**config.mk**
```make
export PLATFORM = sky130hd
export DESIGN_NAME = mem_access_ctrl_flat
export DESIGN_NICKNAME = d
export VERILOG_FILES = /design/src/rtl/mem_access_ctrl_if.sv /design/src/rtl/mem_access_ctrl.sv /design/src/flat_wrapper.sv
export SDC_FILE = /design/constraint.sdc
export NUM_CORES = 1
export LEC_CHECK = 0
export BUFFER_PORTS_ARGS = -buffer_cell sky130_fd_sc_hd__clkbuf_2
export CAP_MARGIN = 30
export CORE_MARGIN = 1.5
export CORE_UTILIZATION = 45
export CTS_CLUSTER_DIAMETER = 50
export DETAILED_ROUTE_END_ITERATION = 10
export PLACE_DENSITY = 0.76
export SYNTH_ARGS = -nofsm -noshare
export SYNTH_HDL_FRONTEND = slang
export SYNTH_SLANG_ARGS = --single-unit
```
**constraint.sdc**
```tcl
create_clock -name clk -period 3.3 [get_ports clk]
set_clock_uncertainty 0.1 [all_clocks]
set_input_delay 0.165 -clock clk [delete_from_list [all_inputs] [get_ports clk]]
set_output_delay 0.165 -clock clk [all_outputs]
set_load 0.02 [all_outputs]
```
**src/rtl/mem_access_ctrl_if.sv**
```systemverilog
// rtl/mem_access_ctrl_if.sv - host, CAN-search and message-memory signal bundle for mem_access_ctrl
//
// Purpose: groups the three buses seen by the message-memory access controller.
// Ports (interface members):
//   host_req/host_rw/host_addr/host_wdata -> controller; host_ack/host_rdata <- controller
//   can_req/can_key -> controller; can_busy/can_done/can_hit/can_loc <- controller
//   mem_rw/mem_addr/mem_wdata <- controller; mem_rdata -> controller (combinational memory)
// Modports: slave = controller side, master = environment (host, CAN core, memory) side.
interface mem_access_ctrl_if #(
    parameter int AW = 8,
    parameter int DW = 8
);
    logic          host_req;
    logic          host_rw;
    logic [AW-1:0] host_addr;
    logic [DW-1:0] host_wdata;
    logic          host_ack;
    logic [DW-1:0] host_rdata;

    logic          can_req;
    logic [DW-1:0] can_key;
    logic          can_busy;
    logic          can_done;
    logic          can_hit;
    logic [AW-1:0] can_loc;

    logic          mem_rw;
    logic [AW-1:0] mem_addr;
    logic [DW-1:0] mem_wdata;
    logic [DW-1:0] mem_rdata;

    modport slave (
        input  host_req, host_rw, host_addr, host_wdata,
        output host_ack, host_rdata,
        input  can_req, can_key,
        output can_busy, can_done, can_hit, can_loc,
        output mem_rw, mem_addr, mem_wdata,
        input  mem_rdata
    );

    modport master (
        output host_req, host_rw, host_addr, host_wdata,
        input  host_ack, host_rdata,
        output can_req, can_key,
        input  can_busy, can_done, can_hit, can_loc,
        input  mem_rw, mem_addr, mem_wdata,
        output mem_rdata
    );
endinterface

```
**src/rtl/mem_access_ctrl.sv**
```systemverilog
// rtl/mem_access_ctrl.sv - CC770 message-memory port arbiter with interleaved CAN key search
//
// Purpose: shares one combinational-read memory port between host accesses and a
// cycle-by-cycle key scan from SEARCH_BASE to SEARCH_LAST, alternating fairly.
// Ports:
//   clk  - clock, rising edge
//   rst  - synchronous active-high reset
//   bus  - mem_access_ctrl_if.slave: host request/ack, CAN search request/result, memory port
module mem_access_ctrl #(
    parameter int AW          = 8,
    parameter int DW          = 8,
    parameter int SEARCH_BASE = 0,
    parameter int SEARCH_LAST = 255
) (
    input  logic              clk,
    input  logic              rst,
    mem_access_ctrl_if.slave  bus
);
    localparam logic [0:0] IDLE   = 1'b0;
    localparam logic [0:0] SEARCH = 1'b1;

    localparam logic TURN_SEARCH = 1'b0;
    localparam logic TURN_HOST   = 1'b1;

    localparam logic [AW-1:0] BASE_ADDR = AW'(SEARCH_BASE);
    localparam logic [AW-1:0] LAST_ADDR = AW'(SEARCH_LAST);

    logic [0:0]    state;
    logic          turn;
    logic [AW-1:0] ptr;
    logic [DW-1:0] key;

    logic host_slot;
    logic scan_slot;
    logic match;

    // The ack cycle never grants, so a held request is not served twice.
    // Reset gating keeps the memory port idle while rst is asserted.
    assign host_slot = !rst && bus.host_req && !bus.host_ack &&
                       ((state == IDLE) || (turn == TURN_HOST));
    assign scan_slot = !rst && (state == SEARCH) && !host_slot;
    assign match     = (bus.mem_rdata == key);

    always_comb begin
        bus.mem_rw    = 1'b1;
        bus.mem_addr  = '0;
        bus.mem_wdata = '0;
        if (host_slot) begin
            bus.mem_rw    = bus.host_rw;
            bus.mem_addr  = bus.host_addr;
            bus.mem_wdata = bus.host_wdata;
        end else if (scan_slot) begin
            bus.mem_addr  = ptr;
        end
    end

    always_ff @(posedge clk) begin
        if (rst) begin
            state          <= IDLE;
            turn           <= TURN_SEARCH;
            ptr            <= '0;
            key            <= '0;
            bus.host_ack   <= 1'b0;
            bus.host_rdata <= '0;
            bus.can_busy   <= 1'b0;
            bus.can_done   <= 1'b0;
            bus.can_hit    <= 1'b0;
            bus.can_loc    <= '0;
        end else begin
            bus.host_ack <= host_slot;
            if (host_slot && bus.host_rw) begin
                bus.host_rdata <= bus.mem_rdata;
            end

            bus.can_done <= 1'b0;

            case (state)
                IDLE: begin
                    // A fresh search always begins with a scan slot.
                    turn <= TURN_SEARCH;
                    if (bus.can_req) begin
                        key          <= bus.can_key;
                        ptr          <= BASE_ADDR;
                        bus.can_busy <= 1'b1;
                        state        <= SEARCH;
                    end
                end
                SEARCH: begin
                    if (host_slot) begin
                        turn <= TURN_SEARCH;
                    end else begin
                        turn <= TURN_HOST;
                        if (match) begin
                            bus.can_hit  <= 1'b1;
                            bus.can_loc  <= ptr;
                            bus.can_done <= 1'b1;
                            bus.can_busy <= 1'b0;
                            state        <= IDLE;
                        end else if (ptr == LAST_ADDR) begin
                            // Stop on the last address so ptr never wraps.
                            bus.can_hit  <= 1'b0;
                            bus.can_loc  <= '0;
                            bus.can_done <= 1'b1;
                            bus.can_busy <= 1'b0;
                            state        <= IDLE;
                        end else begin
                            ptr <= ptr + 1'b1;
                        end
                    end
                end
                default: state <= IDLE;
            endcase
        end
    end
endmodule

```
**src/flat_wrapper.sv**
```systemverilog
// flat-port wrapper written by rule: the top's interface ports become plain ports
module mem_access_ctrl_flat 
#(
    parameter int AW          = 8,
    parameter int DW          = 8,
    parameter int SEARCH_BASE = 0,
    parameter int SEARCH_LAST = 255
)
  (clk, rst, bus_host_req, bus_host_rw, bus_host_addr, bus_host_wdata, bus_host_ack, bus_host_rdata, bus_can_req, bus_can_key, bus_can_busy, bus_can_done, bus_can_hit, bus_can_loc, bus_mem_rw, bus_mem_addr, bus_mem_wdata, bus_mem_rdata);
  mem_access_ctrl_if #(.AW(AW), .DW(DW)) bus_i ();
  input  logic clk;
  input  logic rst;
  input wire logic [$bits(bus_i.host_req)-1:0] bus_host_req;
  input wire logic [$bits(bus_i.host_rw)-1:0] bus_host_rw;
  input wire logic [$bits(bus_i.host_addr)-1:0] bus_host_addr;
  input wire logic [$bits(bus_i.host_wdata)-1:0] bus_host_wdata;
  output wire logic [$bits(bus_i.host_ack)-1:0] bus_host_ack;
  output wire logic [$bits(bus_i.host_rdata)-1:0] bus_host_rdata;
  input wire logic [$bits(bus_i.can_req)-1:0] bus_can_req;
  input wire logic [$bits(bus_i.can_key)-1:0] bus_can_key;
  output wire logic [$bits(bus_i.can_busy)-1:0] bus_can_busy;
  output wire logic [$bits(bus_i.can_done)-1:0] bus_can_done;
  output wire logic [$bits(bus_i.can_hit)-1:0] bus_can_hit;
  output wire logic [$bits(bus_i.can_loc)-1:0] bus_can_loc;
  output wire logic [$bits(bus_i.mem_rw)-1:0] bus_mem_rw;
  output wire logic [$bits(bus_i.mem_addr)-1:0] bus_mem_addr;
  output wire logic [$bits(bus_i.mem_wdata)-1:0] bus_mem_wdata;
  input wire logic [$bits(bus_i.mem_rdata)-1:0] bus_mem_rdata;
  assign bus_i.host_req = bus_host_req;
  assign bus_i.host_rw = bus_host_rw;
  assign bus_i.host_addr = bus_host_addr;
  assign bus_i.host_wdata = bus_host_wdata;
  assign bus_host_ack = bus_i.host_ack;
  assign bus_host_rdata = bus_i.host_rdata;
  assign bus_i.can_req = bus_can_req;
  assign bus_i.can_key = bus_can_key;
  assign bus_can_busy = bus_i.can_busy;
  assign bus_can_done = bus_i.can_done;
  assign bus_can_hit = bus_i.can_hit;
  assign bus_can_loc = bus_i.can_loc;
  assign bus_mem_rw = bus_i.mem_rw;
  assign bus_mem_addr = bus_i.mem_addr;
  assign bus_mem_wdata = bus_i.mem_wdata;
  assign bus_i.mem_rdata = bus_mem_rdata;
  mem_access_ctrl #(.AW(AW), .DW(DW), .SEARCH_BASE(SEARCH_BASE), .SEARCH_LAST(SEARCH_LAST)) u_core (.clk(clk), .rst(rst), .bus(bus_i));
endmodule
```
After elaboration in Yosys (flattened, before gate mapping)
Index checks and enable logic that the tools add are counted.
{"block": "word_totals", "ff_bits": 38, "input_bits": 37, "out_inout_bits": 37, "wordCells": 62}
{"block": "op_classes", "addsub": 1, "n_eq_ne": 7, "n_mux": 26, "n_bitwise": 2, "n_reduce_logical": 16}
{"op": "8-bit 2-to-1 mux", "n": 9}
{"op": "8-bit one-hot mux with 2 select lines", "n": 1}
{"op": "1-bit 2-to-1 mux", "n": 13}
{"op": "8-bit by 1-bit adder with 8-bit output (second input constant)", "n": 1}
{"op": "8-bit equality test", "n": 1}
{"op": "8-bit equality test (second input constant)", "n": 1}
{"op": "2-bit != test (second input constant)", "n": 4}
{"op": "1-bit logical AND", "n": 6}
{"op": "1-bit one-hot mux with 2 select lines", "n": 3}
{"op": "3-bit AND reduction", "n": 2}
{"op": "4-bit AND reduction", "n": 1}
{"op": "1-bit zero test", "n": 3}
{"op": "3-bit != test (second input constant)", "n": 1}
{"op": "3-bit OR reduction", "n": 1}
{"op": "1-bit inverter", "n": 2}
{"op": "2-bit AND reduction", "n": 1}
{"op": "2-bit nonzero test", "n": 1}
{"op": "1-bit logical OR", "n": 1}

Longest topological paths before layout
Gate-level depths: netlist of run 1.
{"block": "depth", "word_depth": 8, "depth_mapped": 7, "mapped_depth_nobuf": 6}

Worst setup path before layout of run 1
No wires, ideal clock.
{"block": "synth_path", "path_type": "flip-flop to flip-flop", "startpoint": "register u_core.ptr[0]", "endpoint": "register u_core.ptr[6]", "setup_time_ps": 74, "arrival_ps": 1762, "required_time_ps": 3126, "setup_slack_ps": 1364, "stages_incl_launch_ff": 6, "n_path_buf": 0, "synth_period_minus_slack_ps": 1936, "path_cell_list": "dfxtp_1 ha_1 nand3_2 or4b_1 or4b_1 a31oi_1"}
{"block": "synth_between", "elab_chain_len": 5, "word_cells_on_any_way": 8, "cone_classes": "1 x add/sub; 2 x eq/ne; 4 x mux; 1 x reduce/logical"}
{"item": "start: declaration", "line_no": "mem_access_ctrl.sv:30", "text": "logic [AW-1:0] ptr;"}
{"item": "start signal: assignment", "line_no": "mem_access_ctrl.sv:107", "text": "ptr <= ptr + 1'b1;"}
{"item": "8-bit by 1-bit adder with 8-bit output", "line_no": "mem_access_ctrl.sv:107"}
{"item": "8-bit 2-to-1 mux", "line_no": "mem_access_ctrl.sv:99", "text": "end else if (ptr == LAST_ADDR) begin"}
{"item": "8-bit 2-to-1 mux", "line_no": "mem_access_ctrl.sv:93", "text": "if (match) begin"}
{"item": "8-bit 2-to-1 mux", "line_no": "mem_access_ctrl.sv:89", "text": "if (host_slot) begin"}
{"item": "8-bit one-hot mux with 2 select lines", "line_no": "mem_access_ctrl.sv:77", "text": "case (state)"}
Several ways; a longest one is shown, not always the timed one. The select of a mux whose other input is x is not followed.
A chain may end at the register's enable or synchronous reset.

Final worst setup path of run 1
{"block": "layout_path", "startpoint": "input bus_mem_rdata[0]", "endpoint": "register u_core.bus.can_loc[7]"}
{"block": "layout_between", "elab_chain_len": 3, "word_cells_on_any_way": 4, "cone_classes": "1 x eq/ne; 1 x mux; 2 x reduce/logical"}
{"item": "start: declaration", "line_no": "flat_wrapper.sv:28", "text": "input wire logic [$bits(bus_i.mem_rdata)-1:0] bus_mem_rdata;"}
{"item": "8-bit equality test *", "line_no": "mem_access_ctrl.sv:42", "text": "assign match = (bus.mem_rdata == key);"}
{"item": "2-bit nonzero test (no source line)"}
{"item": "3-bit AND reduction (no source line)"}
{"item": "end signal: assignment", "line_no": "mem_access_ctrl.sv:95", "text": "bus.can_loc <= ptr;"}
{"item": "end: declaration", "line_no": "mem_access_ctrl_if.sv:36", "text": "output can_busy, can_done, can_hit, can_loc,"}
Mark *: on every way between the ends. The rest lies on a longest branch, timed or not.

==> results of run 1 <==
[layer usage]
layer / wire, um / vias to the layer above / part of all wire [%] / GRT usage [%]
met5: 0 / - / 0 / 0
met4: 139 / 0 / 3.1 / 13.5
met3: 292 / 13 / 6.6 / 4.62
met2: 2090 / 72 / 47 / 33.0
met1: 1920 / 816 / 43 / 27.4
li1: - / 884 / - / -
[power groups by stage]
| stage | Combinational, uW | Sequential [uW] | Clock, uW |
|---|---|---|---|
| 6_report | 132 | 487 | 381 |
| 5_1_grt | 145 | 488 | 409 |
| 4_1_cts | 131 | 487 | 388 |
| 3_5_place_dp | 123 | 497 | 0 |
| 3_3_place_gp | 122 | 496 | 0 |
| 2_1_floorplan | 69.2 | 500 | 0 |
[sequential cells by signal, indices dropped and copies added, names as in the netlist, 8 cells and up]
name / count
u_core.key: 8
u_core.bus.can_loc: 8
u_core.ptr: 8
u_core.bus.host_rdata: 8
[how the worst min path moves through the flow]
| stage | start | to | slack (ns) | cells past startpoint |
|---|---|---|---|---|
| 6_report | bus_mem_rdata[6] | u_core.bus.host_rdata[6] | -0.002 | 3 |
| 5_1_grt | bus_can_key[7] | u_core.key[7] | 0.0007 | 3 |
| 4_1_cts | bus_mem_rdata[6] | u_core.bus.host_rdata[6] | 0.0002 | 3 |
| 3_5_place_dp | bus_can_key[4] | u_core.key[4] | 0.29 | 3 |
| 3_3_place_gp | bus_can_key[4] | u_core.key[4] | 0.29 | 3 |
| 2_1_floorplan | bus_mem_rdata[0] | u_core.bus.host_rdata[0] | 0.19 | 2 |
[cell usage in the layout (no fill, tap or decap), types with 4 or more instances in the layout]
master         instances
clkbuf_2              73
dfxtp_1               38
nand2_1               28
nand3_1               18
a22o_1                15
a21oi_1               12
and2_1                11
xor2_1                 8
dlygate4sd3_1          8
o211ai_1               7
clkbuf_8               5
nor2_1                 4
[worst min-delay path: stages]
cell and delay, ns:
clkbuf_2 0.10, nand3_1 0.06, nand2_1 0.05
[final cells by class]
cell class / instances / area [um2] / share of cell area (%)
clock buffer: 7 / 76.3 / 3.29
inverter: 3 / 11.3 / 0.485
tap: 48 / 60.1 / 2.59
sequential: 38 / 761 / 32.8
multi-input combinational: 145 / 923 / 39.8
timing repair buffer: 83 / 460 / 19.8
clock inverter: 1 / 30.0 / 1.29
[timing repair]
| action | in CTS | in global routing |
|---|---|---|
| setup buffers | 0 | 0 |
| endpoints found under the setup margin | 0 | 0 |
| hold buffers | 8 | 0 |
| endpoints found under the hold margin | 8 | 0 |
[cells by family (layout without fill, tap and decap cells)]
kind of cell / count (synthesis) / in the layout / synth area share (%)
AOI/OAI and AO/OA: 49 / 49 / 20.6
xor gates and xnor gates: 8 / 8 / 4.01
adders and majority gates: 1 / 1 / 0.716
buffers and inverters: 17 / 94 / 4.08
DFF: 38 / 38 / 43.6
and+or+nand+nor: 87 / 87 / 27.0
[per-stage QoR]
step                instances  power, uW
floorplan                 200        570
global placement          308        618
detailed placement        308        620
CTS                       324       1010
global route              325       1040
finish                    325       1000
==> reports/results.ini, run 1 <==
[placed_design]
placed_area_um2=2130
port_buffers=73
post-place-ws_ns=0.858
place_congestion=0.808
hpwl_mm=3.19

[synth]
synth_area_leader_cell=dfxtp_1
post-synth-top-count-cell=dfxtp_1
ys_ff_latch=38
netlist_top_cells_area=dfxtp_1 44%, a22o_1 7.5%, nand2_1 6.0%
syn_area_per_cell_um2=8.73
synth_ff_type=dfxtp_1
syn_nets=238
ys_warn_count=0
synth_top_area_share_pct=43.6
synthArstFlopShare_pct=0
netlist_area_um2=1750
ys_top_cells_by_count=38 x dfxtp_1, 28 x nand2_1, 18 x nand3_1, 15 x a22o_1, 12 x a21oi_1
ys_seq_area_share_pct=43.6
syn_inst=200
yosysUniqueCellTypes=36
synth-edff-count=0

[sta]
max_freq_mhz=372
rsz0062_at_grt=no
whs_ns=-0.00181
period_share_pct=81.4
finalWorstSetupSlack_ns=0.612
report.final.hold_viol_count=1
setup_viol=0
slew_viol_final=0
tightest_slew_ns=0.911
max-slew-margin-rel_pct=39.0
tns_ns=0
period_minus_slack_ns=2.69

[finish]
fin_nets=314
finish.instance_area_um2=2320
area_growth_pct=33.0
drive_gt1_share_pct=30.3
diodes=0
fin_util_pct=63.0
fill_cells=316

[power_and_ir_drop]
p_seq_share_pct=48.7
peakVddDrop_v=0.000283
powerDensity_nw_per_um2=431
pwr-share-clk_pct=38.1
combPwrFrac_pct=13.2
p_int_uw=756
switching_share_pct=24.4
p_leak_uw=0.00107
power.switching_uw=244

[setup_path]
cp_cell_sequence=dlygate4sd3_1, clkbuf_2, xor2_1, nor4_1, a21o_1, a31oi_1, a22o_1
cp_slowest_stage_delay_ns=0.58
reg2reg_from=u_core.key[3]
critical_path_class=in -> reg
crit_cells=7
critPathBufInv=2
crit_path_max_fanout=15
cp.arrival_ns=2.78
startpoint=bus_mem_rdata[0]
rr_endpoint=u_core.bus.can_loc[7]
crit_family=compound AO/OA/AOI/OAI gates
crit_required_ns=3.39
critPathSlowestCell=nor4_1
start_kind=primary input
setup.worst_path.end=u_core.bus.can_loc[7]
r2r_cells=5
end_kind=flop
rrSetupSlack_ns=0.77

[clock_tree]
cts_tree=done
cts_buffer_depth=2
cts_resized=0
root_buffer=clkbuf_8
clk_latency_ns=0.30
htreeDepth=2
cts_buffers=5
clkTransAtPathRegs_ns=0.07
clock_sinks=38

[route]
drt_iter0_drc=85
ant_nets=0
via_count=1785
finalWirelength_mm=4.44
drc=0
dr.pass1.iters=4
vias_per_cell=5.49
wire_per_inst_um=13.6

[die]
die_x_um=65.3
ios=74
coreArea_um2=3690
placementRows=22
die_height_um=65.3
dieArea_um2=4260
start_util_pct=47.4

[grt]
grt_antenna_before_repair=0
grt_pass1_wl_mm=6.91
grt_max_degree=22
globalRouteOverflowTotal=0
first_global_vias=1515
grt.total_usage_pct=21.5

[min_path]
hold_class=in -> reg

[run_status]
status=complete, but fails checks
violations=hold timing

[run]
maxCapViolations=0

Power figures use the tool's default switching activity.
==> run 2: changes to the inputs <==
Clock period 3.3 ns to 2.6 ns, I/O delays scaled along.
==> run 2 against run 1 <==
Against the previous run:
- the flow now finishes without violations
- critical endpoint is now u_core.bus.can_loc[6]
- worst setup slack got worse by 0.45 ns
- critical path depth did not move
- via count rose by 4.3%
- total power rose by 22%
- core utilization rose by 2.5 points
- die area did not move
==> reports/results.ini, run 2 (synthesis gave the netlist of run 1 again) <==
[setup_path]
reg2reg_from=u_core.key[3]
critPathSlowestCell=nor4_1
start_kind=primary input
setup.worst_path.end=u_core.bus.can_loc[6]
rr_endpoint=u_core.bus.can_loc[6]
crit_cells=7
cp.arrival_ns=2.53
critPathBufInv=2
crit_family=compound AO/OA/AOI/OAI gates
cp_slowest_stage_delay_ns=0.66
end_kind=flop
cp_cell_sequence=dlygate4sd3_1, clkbuf_2, xor2_1, nor4_1, a21o_1, a31oi_1, a22o_1
r2r_cells=5
crit_path_max_fanout=11
crit_required_ns=2.69
rrSetupSlack_ns=0.37
critical_path_class=in -> reg
startpoint=bus_mem_rdata[3]

[sta]
slew_viol_final=0
setup_viol=0
period_minus_slack_ns=2.44
max_freq_mhz=410
tns_ns=0
max-slew-margin-rel_pct=38.8
report.final.hold_viol_count=0
tightest_slew_ns=0.914
rsz0062_at_grt=no
period_share_pct=93.9

[run]
maxCapViolations=0

[finish]
drive_gt1_share_pct=31.1
final_cell_mix=73 x clkbuf_2, 38 x dfxtp_1, 28 x nand2_1
fin_nets=326
area_growth_pct=38.3
fin_cells=337
diodes=0
final_common_cell=clkbuf_2

[clock_tree]
cts_tree=done
clock_sinks=38
cts_buffers=5
htreeDepth=2
post_cts_buffers=0
root_buffer=clkbuf_8
cts_buffer_depth=2
clkTransAtPathRegs_ns=0.07
clk_latency_ns=0.29

[run_status]
status=complete, no violations

[route]
vias_per_cell=5.52
finalWirelength_mm=4.93
dr.pass1.iters=4
wire_per_inst_um=14.6
drc=0
via_count=1861
drt_iter0_drc=115
ant_nets=0

[die]
die_height_um=65.3
start_util_pct=47.4
placementRows=22
coreArea_um2=3690
ios=74
die_x_um=65.3
dieArea_um2=4260

[placed_design]
place_congestion=0.790
port_buffers=73
dpl.cell_count=314
hpwl_mm=3.30

[min_path]
hold_class=in -> reg

[power_and_ir_drop]
powerDensity_nw_per_um2=505
p_leak_uw=0.00112
power_uw=1220
peakVddDrop_v=0.000292

[grt]
grt_antenna_before_repair=0
first_global_vias=1602
globalRouteOverflowTotal=0
grt.total_usage_pct=24.1
grt_pass1_wl_mm=7.80
grt_max_degree=22

[run 2: changes by cell type in the layout (fill, tap and decap cells not counted), sizes merged]
cell	delta
clkbuf	-1
buf	+6
dlygate4sd3	+7
clkinv	+1
bufinv	-1
[run 2: worst min-delay path by stage]
stage | startpoint | endpoint | depth (start not counted)
2_1_floorplan | bus_mem_rdata[0] | u_core.bus.host_rdata[0] | 2
3_3_place_gp | bus_can_key[2] | u_core.key[2] | 3
3_5_place_dp | bus_can_key[4] | u_core.key[4] | 3
4_1_cts | bus_mem_rdata[4] | u_core.bus.host_rdata[4] | 3
5_1_grt | bus_can_req | u_core.state | 3
6_report | bus_mem_rdata[4] | u_core.bus.host_rdata[4] | 3
[run 2: layer usage]
| layer | global-route usage (%) | up-vias | share of wire [%] |
|---|---|---|---|
| li1 | - | 908 | - |
| met1 | 31.6 | 847 | 42 |
| met2 | 37.8 | 93 | 47 |
| met3 | 3.94 | 13 | 7.4 |
| met4 | 13.0 | 0 | 3.2 |
| met5 | 0 | - | 0 |
[run 2: power breakdown]
group,internal (uW),switching [uW],total (uW)
registers,601,16.0,617
logic,82.0,104,186
clock network,214,203,417
total,897,323,1220
[run 2: stage by stage]
step	util (%)	setup slack [ns]	hold slack, ns	area (um2)
global route	65.5	0.0345	0.0481	2410
global placement	58.9	0.483	0.255	2170
CTS	65.5	0.219	0.00544	2410
detailed placement	58.9	0.445	0.260	2170
finish	65.5	0.160	0.0140	2410
floorplan	-	0.664	0.153	1750
[run 2: worst reg2reg max path: stages (launching register included)]
cell,delay [ns]
dfxtp_1,0.33
xor2_1,0.16
nor4_1,0.66
a21o_1,0.22
a31oi_1,0.31
a22o_1,0.35
[run 2: repair_timing]
action,in CTS,in global routing
gates resized for setup,0,0
hold buffers,15,0
hold endpoints to repair,15,0
[run 2: cell type report]
type	instances	area, um2
tap	48	60.1
clock inverter	1	5.00
inverter	3	11.3
multi-input combinational	145	923
fill	313	1270
sequential	38	761
timing repair buffer	95	568
clock buffer	7	86.3
